===== src/rtl/ccff_bitstream_loader_if.sv =====
// Bitstream word handshake between a configuration source and the ccff loader.
interface ccff_bitstream_loader_if #(
   parameter int WORD_WIDTH = 8
);
   logic                  in_valid;
   logic [WORD_WIDTH-1:0] in_data;
   logic                  in_ready;

   modport master (output in_valid, output in_data, input in_ready);
   modport slave  (input in_valid, input in_data, output in_ready);
endinterface


===== src/rtl/ccff_bitstream_loader.sv =====
// Serializes configuration words MSB-first onto the ccff chain, counts exactly
// CHAIN_LENGTH shifts and folds the bits returned on ccff_tail into a parity.
module ccff_bitstream_loader #(
   parameter int WORD_WIDTH   = 8,
   parameter int CHAIN_LENGTH = 20,
   parameter int CNT_W        = $clog2(CHAIN_LENGTH + 1)
) (
   input  logic                    prog_clk,
   input  logic                    pReset,
   input  logic                    start,
   ccff_bitstream_loader_if.slave  in_if,
   output logic                    ccff_head,
   output logic                    ccff_en,
   input  logic                    ccff_tail,
   output logic                    busy,
   output logic                    done,
   output logic [CNT_W-1:0]        bit_count,
   output logic                    readback_parity
);

   localparam int BC_W = $clog2(WORD_WIDTH + 1);
   localparam logic [CNT_W-1:0] CL_C = CNT_W'(CHAIN_LENGTH);

   typedef enum logic [1:0] {
      S_IDLE,
      S_LOAD,
      S_DONE
   } state_e;

   state_e                state_q, state_d;
   logic [WORD_WIDTH-1:0] buf_q, buf_d;
   logic [BC_W-1:0]       buf_cnt_q, buf_cnt_d;
   logic [CNT_W-1:0]      bit_count_q, bit_count_d;
   logic                  parity_q, parity_d;

   logic [CNT_W-1:0]      remaining;
   logic [BC_W-1:0]       fill;
   logic                  shift;
   logic                  accept;

   // Bits of the chain not yet counted nor already sitting in the buffer.
   assign remaining = CL_C - bit_count_q - CNT_W'(buf_cnt_q);
   assign fill      = (32'(remaining) >= WORD_WIDTH) ? BC_W'(WORD_WIDTH) : BC_W'(remaining);

   assign shift          = (state_q == S_LOAD) && (buf_cnt_q != '0);
   assign in_if.in_ready = (state_q == S_LOAD) && (remaining != '0) && (buf_cnt_q <= BC_W'(1));
   assign accept         = in_if.in_valid && in_if.in_ready;

   assign ccff_en         = shift;
   assign ccff_head       = buf_q[WORD_WIDTH-1];
   assign busy            = (state_q == S_LOAD);
   assign done            = (state_q == S_DONE);
   assign bit_count       = bit_count_q;
   assign readback_parity = parity_q;

   always_ff @(posedge prog_clk) begin
      if (pReset) begin
         state_q     <= S_IDLE;
         buf_q       <= '0;
         buf_cnt_q   <= '0;
         bit_count_q <= '0;
         parity_q    <= 1'b0;
      end else begin
         state_q     <= state_d;
         buf_q       <= buf_d;
         buf_cnt_q   <= buf_cnt_d;
         bit_count_q <= bit_count_d;
         parity_q    <= parity_d;
      end
   end

   always_comb begin
      state_d     = state_q;
      buf_d       = buf_q;
      buf_cnt_d   = buf_cnt_q;
      bit_count_d = bit_count_q;
      parity_d    = parity_q;
      case (state_q)
         S_IDLE, S_DONE: begin
            if (start) begin
               state_d     = S_LOAD;
               buf_d       = '0;
               buf_cnt_d   = '0;
               bit_count_d = '0;
               parity_d    = 1'b0;
            end
         end
         S_LOAD: begin
            if (shift) begin
               bit_count_d = bit_count_q + CNT_W'(1);
               parity_d    = parity_q ^ ccff_tail;
               buf_d       = buf_q << 1;
               buf_cnt_d   = buf_cnt_q - BC_W'(1);
            end
            // A new word overrides the shift of a 1-bit buffer: that bit is counted above.
            if (accept) begin
               buf_d     = in_if.in_data;
               buf_cnt_d = fill;
            end
            // Clearing the buffer keeps discarded low bits off ccff_head.
            if (bit_count_d == CL_C) begin
               state_d   = S_DONE;
               buf_d     = '0;
               buf_cnt_d = '0;
            end
         end
         default: state_d = S_IDLE;
      endcase
   end

endmodule


===== src/flat_wrapper.sv =====
// flat-port wrapper written by rule: the top's interface ports become plain ports
module ccff_bitstream_loader_flat 
#(
   parameter int WORD_WIDTH   = 8,
   parameter int CHAIN_LENGTH = 20,
   parameter int CNT_W        = $clog2(CHAIN_LENGTH + 1)
)
  (prog_clk, pReset, start, ccff_head, ccff_en, ccff_tail, busy, done, bit_count, readback_parity, in_if_in_valid, in_if_in_data, in_if_in_ready);
  ccff_bitstream_loader_if #(.WORD_WIDTH(WORD_WIDTH)) in_if_i ();
  input  logic prog_clk;
  input  logic pReset;
  input  logic start;
  output logic ccff_head;
  output logic ccff_en;
  input  logic ccff_tail;
  output logic busy;
  output logic done;
  output logic [CNT_W-1:0] bit_count;
  output logic readback_parity;
  input wire logic [$bits(in_if_i.in_valid)-1:0] in_if_in_valid;
  input wire logic [$bits(in_if_i.in_data)-1:0] in_if_in_data;
  output wire logic [$bits(in_if_i.in_ready)-1:0] in_if_in_ready;
  assign in_if_i.in_valid = in_if_in_valid;
  assign in_if_i.in_data = in_if_in_data;
  assign in_if_in_ready = in_if_i.in_ready;
  ccff_bitstream_loader #(.WORD_WIDTH(WORD_WIDTH), .CHAIN_LENGTH(CHAIN_LENGTH), .CNT_W(CNT_W)) u_core (.prog_clk(prog_clk), .pReset(pReset), .start(start), .in_if(in_if_i), .ccff_head(ccff_head), .ccff_en(ccff_en), .ccff_tail(ccff_tail), .busy(busy), .done(done), .bit_count(bit_count), .readback_parity(readback_parity));
endmodule

===== config.mk =====
export PLATFORM = sky130hd
export DESIGN_NAME = ccff_bitstream_loader_flat
export DESIGN_NICKNAME = d
export VERILOG_FILES = /design/src/rtl/ccff_bitstream_loader_if.sv /design/src/rtl/ccff_bitstream_loader.sv /design/src/flat_wrapper.sv
export SDC_FILE = /design/constraint.sdc
export NUM_CORES = 1
export LEC_CHECK = 0
export ABC_AREA = 1
export CORE_ASPECT_RATIO = 2
export CORE_MARGIN = 2
export CORE_UTILIZATION = 60
export CTS_BUF_LIST = sky130_fd_sc_hd__clkbuf_8 sky130_fd_sc_hd__clkbuf_16
export DETAILED_ROUTE_END_ITERATION = 8
export DONT_BUFFER_PORTS = 1
export PLACE_DENSITY = 0.76
export SYNTH_ARGS = -nofsm -noshare
export SYNTH_HDL_FRONTEND = slang
export SYNTH_SLANG_ARGS = --single-unit

===== constraint.sdc =====
create_clock -name prog_clk -period 3.19 [get_ports prog_clk]
set_clock_uncertainty 0.1 [all_clocks]
set_input_delay 0.319 -clock prog_clk [delete_from_list [all_inputs] [get_ports prog_clk]]
set_output_delay 0.319 -clock prog_clk [all_outputs]
set_load 0.005 [all_outputs]

[Word level (Yosys, flattened, before mapping)]
Index checks and enable logic that the tools add are counted.
Operators by class
  equal/unequal tests: 7
  multiplexer cells: 21
  bitwise operators: 1
  order comparisons: 2
  $add $sub $neg: 4
  reduce and logical (&&, ||, !) cells: 13
Operators with widths (number)
  $mux 8: 4
  $mux 4: 5
  $pmux 8 s2: 1
  $mux 5: 3
  $pmux 5 s2: 1
  $pmux 4 s2: 1
  $reduce_and 3->1: 2
  $add 5x1->5 const B: 1
  $eq 5x5->1 const B: 1
  $ge 5x4->1 const B: 1
  $reduce_bool 5->1: 1
  $sub 5x4->5: 1
  $sub 5x5->5 const A: 1
  $le 4x1->1 const B: 1
  $logic_and 1x1->1: 4
  $mux 2: 2
  $ne 2x2->1 const B: 2
  $ne 4x2->1 const B: 1
  $pmux 2 s2: 1
  $reduce_and 2->1: 2
  $reduce_bool 4->1: 1
  $sub 4x1->4 const B: 1
  $eq 2x1->1 const B: 1
  $eq 2x2->1 const B: 1
  other kinds (7): 8
Storage, ports and cells
  bits of input ports: 13
  logic and storage cells: 53
  register bits: 20
  output and inout bits: 11

[Logic depth before layout (Yosys ltp)]
Gate-level depths: netlist of run 1.
  depth in word-level cells: 9
  depth in mapped cells: 15

[Worst setup path before layout of run 1]
No wires, ideal clock.
  path type: register to register
  from: reg u_core.bit_count_q[1] (netlist: u_core.bit_count[1])
  to: reg u_core.buf_cnt_q[2]
  path slack: 0.668 ns
  arrival: 2.310 ns
  data required time: 2.978 ns
  buffers on the path: 1
  stages on the path, launching flop included: 15
  path through: dfxtp_1 ha_1 inv_1 ha_1 fa_1 xor2_1 nor2_1 nand3_1 nand3_1 nand2_1 o21bai_4 buf_6 nand2_1 nand2_1 nor2_2
On the way
  cells in the longest elaborated chain, start to end: 9
  elaborated cells between the ends (all ways): 17
  classes of those cells: add/sub: 3; order compare: 1; eq/ne: 2; mux: 6; reduce/logical: 5
Ends and longest elaborated chain
  start: declaration: RTL line ccff_bitstream_loader.sv:33  | logic [CNT_W-1:0] bit_count_q, bit_count_d;
  start signal: assignment: RTL line ccff_bitstream_loader.sv:67  | bit_count_q <= bit_count_d;
  branches (longest 9 deep; another with $sub 5x5->5)
  end signal: assignment: RTL line ccff_bitstream_loader.sv:66  | buf_cnt_q <= buf_cnt_d;
  end: declaration: RTL line ccff_bitstream_loader.sv:32  | logic [BC_W-1:0] buf_cnt_q, buf_cnt_d;
Several ways; the timed one is not identified. The select of a mux whose other input is x is not followed.
A chain may end at the register's enable or synchronous reset.

[Final worst setup path of run 1]
  from: reg u_core.bit_count_q[1] (netlist: u_core.bit_count[1])
  to: reg u_core.buf_q[3]
On the way
  cells in the longest elaborated chain, start to end: 9
  elaborated cells between the ends (all ways): 15
  classes of those cells: add/sub: 3; eq/ne: 2; mux: 5; reduce/logical: 5
Ends and longest elaborated chain
  $sub 5x5->5: RTL line ccff_bitstream_loader.sv:42  | assign remaining = CL_C - bit_count_q - CNT_W'(buf_cnt_q);
  $sub 5x4->5: RTL line ccff_bitstream_loader.sv:42
  $reduce_bool 5->1: RTL line ccff_bitstream_loader.sv:46  | assign in_if.in_ready = (state_q == S_LOAD) && (remaining != '0) && (buf_cnt_q <= BC_W'(1));
  $logic_and 1x1->1 (2 in a row): RTL line ccff_bitstream_loader.sv:46
  $logic_and 1x1->1: RTL line ccff_bitstream_loader.sv:47  | assign accept = in_if.in_valid && in_if.in_ready;
  $mux 8: RTL line ccff_bitstream_loader.sv:96  | if (accept) begin
  $mux 8: RTL line ccff_bitstream_loader.sv:101  | if (bit_count_d == CL_C) begin
  $pmux 8 s2: RTL line ccff_bitstream_loader.sv:78  | case (state_q)
  end signal: assignment: RTL line ccff_bitstream_loader.sv:65  | buf_q <= buf_d;
  end: declaration: RTL line ccff_bitstream_loader.sv:31  | logic [WORD_WIDTH-1:0] buf_q, buf_d;
Parallel ways exist; a longest one is shown, timed or not. The select of a mux whose other input is x is not followed.

==> results of run 1 <==
power by group:
group / switching, W / internal [W]
sequential: 0.0000165 / 0.000273
clock: 0.0000927 / 0.000110
combinational: 0.000207 / 0.000117
area by class of cell:
| type | count | share of cell area [%] |
|---|---|---|
| timing repair buffer | 6 | 2.83 |
| sequential | 20 | 23.8 |
| tap | 28 | 2.08 |
| inverter | 32 | 7.43 |
| multi-input combinational | 182 | 60.6 |
| clock buffer | 4 | 3.27 |
worst max path at each step:
stage	from	endpoint	slack [ps]	depth (start not counted)
2_1_floorplan	u_core.bit_count[1]$_SDFFE_PP0P_	u_core.buf_cnt_q[2]$_SDFFE_PP0P_	670	14
3_3_place_gp	u_core.bit_count[1]$_SDFFE_PP0P_	u_core.buf_cnt_q[2]$_SDFFE_PP0P_	390	15
3_5_place_dp	u_core.bit_count[1]$_SDFFE_PP0P_	u_core.buf_q[3]$_SDFFE_PP0P_	350	15
4_1_cts	u_core.bit_count[1]$_SDFFE_PP0P_	u_core.buf_q[3]$_SDFFE_PP0P_	330	15
5_1_grt	u_core.bit_count[1]$_SDFFE_PP0P_	u_core.buf_q[4]$_SDFFE_PP0P_	40	15
6_report	u_core.bit_count[1]$_SDFFE_PP0P_	u_core.buf_q[3]$_SDFFE_PP0P_	350	15
state kept, by name (all words and copies together) (netlist names):
signal	flops
u_core.buf_q	8
u_core.buf_cnt_q	4
u_core.bit_count	5
u_core.state_q	2
u_core.readback_parity	1
kinds of logic after synthesis:
family / Yosys count
buffers and inverters: 39
flip-flops: 20
XOR/XNOR: 3
AND/OR/NAND/NOR: 145
adder cells (fa/ha/maj): 11
AO/OA/AOI/OAI: 23
routing by layer:
layer  global-route usage [%]  wire (microns)  share of wire, %
met5                        0               0                 0
met4                     11.7              68               2.0
met1                     25.4            1250                37
met3                     2.89             126               3.7
met2                     46.0            1930                57
cell usage after synthesis, drive strengths merged:
library cell	n	share of area [%]
xor2	2	1.1
clkinv	1	0.55
fa	1	1.3
a21oi	14	4.6
nor3	1	0.31
o21ai	6	1.9
o211ai	1	0.47
or2	1	0.39
o21bai	1	1.2
inv	31	7.3
xnor2	1	0.55
nand2	81	22
buf	5	2.5
dfxtp	20	25
nor2	40	14
nand4	4	1.6
nand3	18	6.8
o211a	1	0.63
ha	10	7.9
clkbuf	2	0.47
layout by cell type (no fill, tap or decap), drive strengths merged:
cell type,n
a21oi,14
buf,5
clkbuf,4
clkinv,1
dfxtp,20
dlygate4sd3,1
fa,1
ha,10
inv,31
nand2,81
nand3,18
nand4,4
nor2,40
nor3,1
o211a,1
o211ai,1
o21ai,6
o21bai,1
or2,1
xnor2,1
xor2,2
through the flow:
stage / area [sq um] / util [%] / hold WS (ps) / cells
after floorplan: 1590 / - / 352 / 241
after global placement: 1620 / 63.8 / 290 / 267
after detailed placement: 1620 / 63.8 / 291 / 267
after CTS: 1670 / 65.9 / 10.4 / 271
after global routing: 1680 / 66.3 / 1.75 / 272
final: 1680 / 66.3 / 8.01 / 272
timing repair:
item,CTS,global route
hold buffers,0,1
setup buffers,0,0
hold endpoints to repair,0,1
==> qor.txt, run 1 <==
Critical Path Start Type = flop
Hold Path Sink = u_core.state_q[1]$_SDFFE_PP0P_
Flop2flop setup slack = 350 ps
Mean number of vias per cell = 5.27
Max VDD drop = 0.368 mV
Routed Antenna Nets = 0
Max-cap violations = 0
DP Worst Slack = 354 ps
Max-slew headroom = 73.0%
Final period util = 89.0%
Mux contribution to synthesized area = 0%
Pwr Density = 486 nW/um^2
Worst path required time = 3260 ps
Routed WL = 3.38 mm
Root Buffer = clkbuf_8
Die height = 76.9 microns
Initial Util = 62.8%
Final total power = 0.000817 W
Worst reg2reg path depth = 15
H-tree Lvls = 1
Filler Cell Count = 246
Multi-input gate area = 1020 sq um
Crit path top cell by count = nand2_1
Width of the chip = 40.4 microns
Core area = 2540 sq um
Post-CTS Resized = 0
Seq/Total Area, Yosys = 25.1%
Netlist area before placement = 1590 sq um
RSZ-0062 raised after global routing = false
CTS tree = yes
Worst path max stage delay = 500 ps
First drt pass iteration count = 4
Gr usage total = 25.4%
CP Class = flop to flop
First-pass GRT wire length = 5.67 mm
Final setup margin = 351 ps
Outcome = complete, no violations
I/O pin total = 24
Via Count = 1434
Yosys warning count = 0
Hold path depth = 1
Final hold vios = 0
Final Max Slew Viols = 0
# setup viols final = 0
DRC violations left = 0
Cells along the critical path = ha_1 > inv_1 > ha_1 > fa_1 > inv_1 > nand2_1 > nor2_1 > nand3_1 > nand3_1 > nand2_1 > o21bai_4 > buf_4 > nand2_1 > nand2_1 > nor2_2
Synthesized instance count = 241
F_max = 352 MHz
Layout cells sized above 1 = 19.3%
Adder-Cell Fraction of Synth Area = 9.11%
Worst min-delay path category = input port to flop
CTS sink count = 20
Longest Clk Path Bufs = 2
Critical path's slowest cell = dfxtp_1
Register clock-pin slew on the reported worst setup and hold paths = 80 ps
CP Buf/Inv Count = 3
Avg Cell Area, Syn = 6.61 sq um
Synth Area in Compound Gates = 8.80%
Worst reg2reg path startpoint = u_core.bit_count[1]$_SDFFE_PP0P_
Syn Nets = 265
Total grt overflow = 0
Top cell family by delay on the critical path = adder cells
Register area = 400 sq um
Largest family of logic cells by synthesized area = simple AND/OR/NAND/NOR gates
Slew @ Worst Pin = 404 ps
IO Port Bufs = 0
Crit path DAT = 2910 ps
Hold Crit Start = pReset
CP endpoint kind = flop
FF-to-FF End = u_core.buf_q[3]$_SDFFE_PP0P_
Clock Latency Late Sink = 270 ps
Setup tns final = 0 ps
Simple-gate share of the synthesized area = 44.5%
Vias in the first global route = 1355
Detailed Place HPWL = 2.64 mm
GPL Wtd Cong = 0.860
Netlist cell types = 31
Final net count = 269
Antenna violations before repair = 0
ANT cells = 0
TritonCTS buffer count = 3
Syn-to-layout area delta = 5.66%
FP Rows = 26
XOR/XNOR Fraction of Synth Area = 1.65%
Crit-path max FO = 22
Seq cells post-synth = 20
Largest net degree at the start of global routing = 23
Die footprint = 3110 sq um
Crit path time final = 2840 ps
Leak Pwr = 0.819 nW
Drt first-iter violations = 28
Drt wl/cell = 12.4 microns
(Power assumes the default switching activity.)
==> run 2, diff against run 1 <==
Clock period 3.19 ns to 3.32 ns, I/O delays scaled along.
==> run 2 against run 1 <==
Effect of this change:
- sequential share of layout area rose by 0.14 points
- routed wire length fell by 0.27%
- total power fell by 4.3%
- count of clock-buffer cells in the layout did not move
- largest cell class unchanged
- largest power group unchanged
==> qor.txt, run 2 (synthesis results as in run 1) <==
Filler Cell Count = 247
Max-slew headroom = 72.9%
Max VDD drop = 0.349 mV
First-pass GRT wire length = 5.67 mm
Commonest non-fill, non-tap cell in the layout = nand2_1
Setup tns final = 0 ps
Part of the power in combinational logic = 39.7%
ANT cells = 0
Register area = 400 sq um
IO Port Bufs = 0
Initial Util = 62.8%
Post-CTS Resized = 0
Leak Pwr = 0.815 nW
Gr usage total = 25.4%
Cts hold-fix bufs = 0
Crit-path max FO = 22
Total grt overflow = 0
CTS sink count = 20
P_sw = 0.000302 W
Routed WL = 3.37 mm
Critical Path Start Type = flop
Register clock-pin slew on the reported worst setup and hold paths = 80 ps
Syn-to-layout area delta = 5.03%
# setup viols final = 0
Crit path DAT = 2900 ps
Final hold vios = 0
Pwr Density = 468 nW/um^2
Routed Antenna Nets = 0
Post-CTS setup buffer count = 0
Width of the chip = 40.4 microns
Vias in the first global route = 1355
DRC violations left = 0
Sw Share = 38.6%
First drt pass iteration count = 4
Clock Latency Late Sink = 270 ps
TritonCTS buffer count = 3
Die footprint = 3110 sq um
Detailed Place HPWL = 2.64 mm
Final Max Slew Viols = 0
Cells along the critical path = ha_1 > inv_1 > ha_1 > fa_1 > inv_1 > nand2_1 > nor2_1 > nand3_1 > nand3_1 > nand2_1 > o21bai_4 > buf_4 > nand2_1 > nand2_1 > nor2_2
CP Class = flop to flop
Register share of total power = 35.6%
Drt wl/cell = 12.4 microns
Number of flip-flops in the largest register = 8
Most frequent cells in the layout = 71 x nand2_1, 30 x inv_1, 20 x dfxtp_1
Worst path max stage delay = 500 ps
CP endpoint kind = flop
GPL Wtd Cong = 0.860
Largest Register = u_core.buf_q
Critical path's slowest cell = dfxtp_1
Int Power = 0.000481 W
FP Rows = 26
Final period util = 85.3%
Root Buffer = clkbuf_8
I/O pin total = 24
Final net count = 268
RSZ-0062 raised after global routing = false
Die height = 76.9 microns
Antenna violations before repair = 0
H-tree Lvls = 1
Max-cap violations = 0
Worst path required time = 3390 ps
Longest Clk Path Bufs = 2
Crit path time final = 2830 ps
Clk network pwr share = 24.7%
Core area = 2540 sq um
Largest net degree at the start of global routing = 23
Via Count = 1436
Slew @ Worst Pin = 406 ps
Worst min-delay path category = input port to flop
Drt first-iter violations = 27
Final setup margin = 488 ps
Layout cells sized above 1 = 19.3%
Mean number of vias per cell = 5.30
DP Worst Slack = 484 ps
F_max = 353 MHz
Crit path top cell by count = nand2_1
Multi-input gate area = 1020 sq um
Outcome = complete, no violations
CTS tree = yes
[run 2: power by group through the flow]
stage                     Combinational [W]  Clock, W  Sequential [W]
after global routing               0.000360  0.000207        0.000281
final                              0.000310  0.000193        0.000279
after floorplan                    0.000269         0        0.000281
after CTS                          0.000313  0.000195        0.000278
after global placement             0.000308         0        0.000284
after detailed placement           0.000310         0        0.000284
[run 2: cell type report]
cell class	count	area share (%)
tap	28	2.09
sequential	20	23.9
clock buffer	4	3.29
timing repair buffer	5	2.24
multi-input combinational	182	61.0
inverter	32	7.48
[run 2: stage by stage]
| stage | instance area, sq um | utilization (%) | hold slack, ps | std cells | total power (W) |
|---|---|---|---|---|---|
| floorplan | 1590 | - | 352 | 241 | 0.000551 |
| global placement | 1620 | 63.8 | 303 | 267 | 0.000592 |
| detailed placement | 1620 | 63.8 | 304 | 267 | 0.000594 |
| CTS | 1670 | 65.9 | 23.4 | 271 | 0.000787 |
| global route | 1670 | 65.9 | 12.4 | 271 | 0.000848 |
| finish | 1670 | 65.9 | 21.1 | 271 | 0.000782 |
[run 2: worst paths after layout]
check	from	endpoint	slack, ps	cells past startpoint
hold reg to reg	u_core.buf_q[0]$_SDFFE_PP0P_	u_core.buf_q[0]$_SDFFE_PP0P_	400	2
setup / recovery	u_core.bit_count[1]$_SDFFE_PP0P_	u_core.buf_q[3]$_SDFFE_PP0P_	490	15
hold / removal	pReset	u_core.state_q[1]$_SDFFE_PP0P_	20	1
setup reg to reg	u_core.bit_count[1]$_SDFFE_PP0P_	u_core.buf_q[3]$_SDFFE_PP0P_	490	15
[run 2: worst max-delay path: cells and delay by family, from the launching register on]
family	cells	cell delay [ps]
adder cells (fa/ha/maj)	3	890
AND/OR/NAND/NOR	8	690
flip-flops	1	500
buffers and inverters	3	410
AO/OA/AOI/OAI	1	130
[run 2: routing by layer]
metal / vias to the layer above / track usage, % / routed length [microns]
met4: 0 / 11.7 / 68
li1: 755 / - / -
met1: 645 / 25.4 / 1270
met5: - / 0 / 0
met3: 7 / 2.89 / 122
met2: 29 / 46.0 / 1910
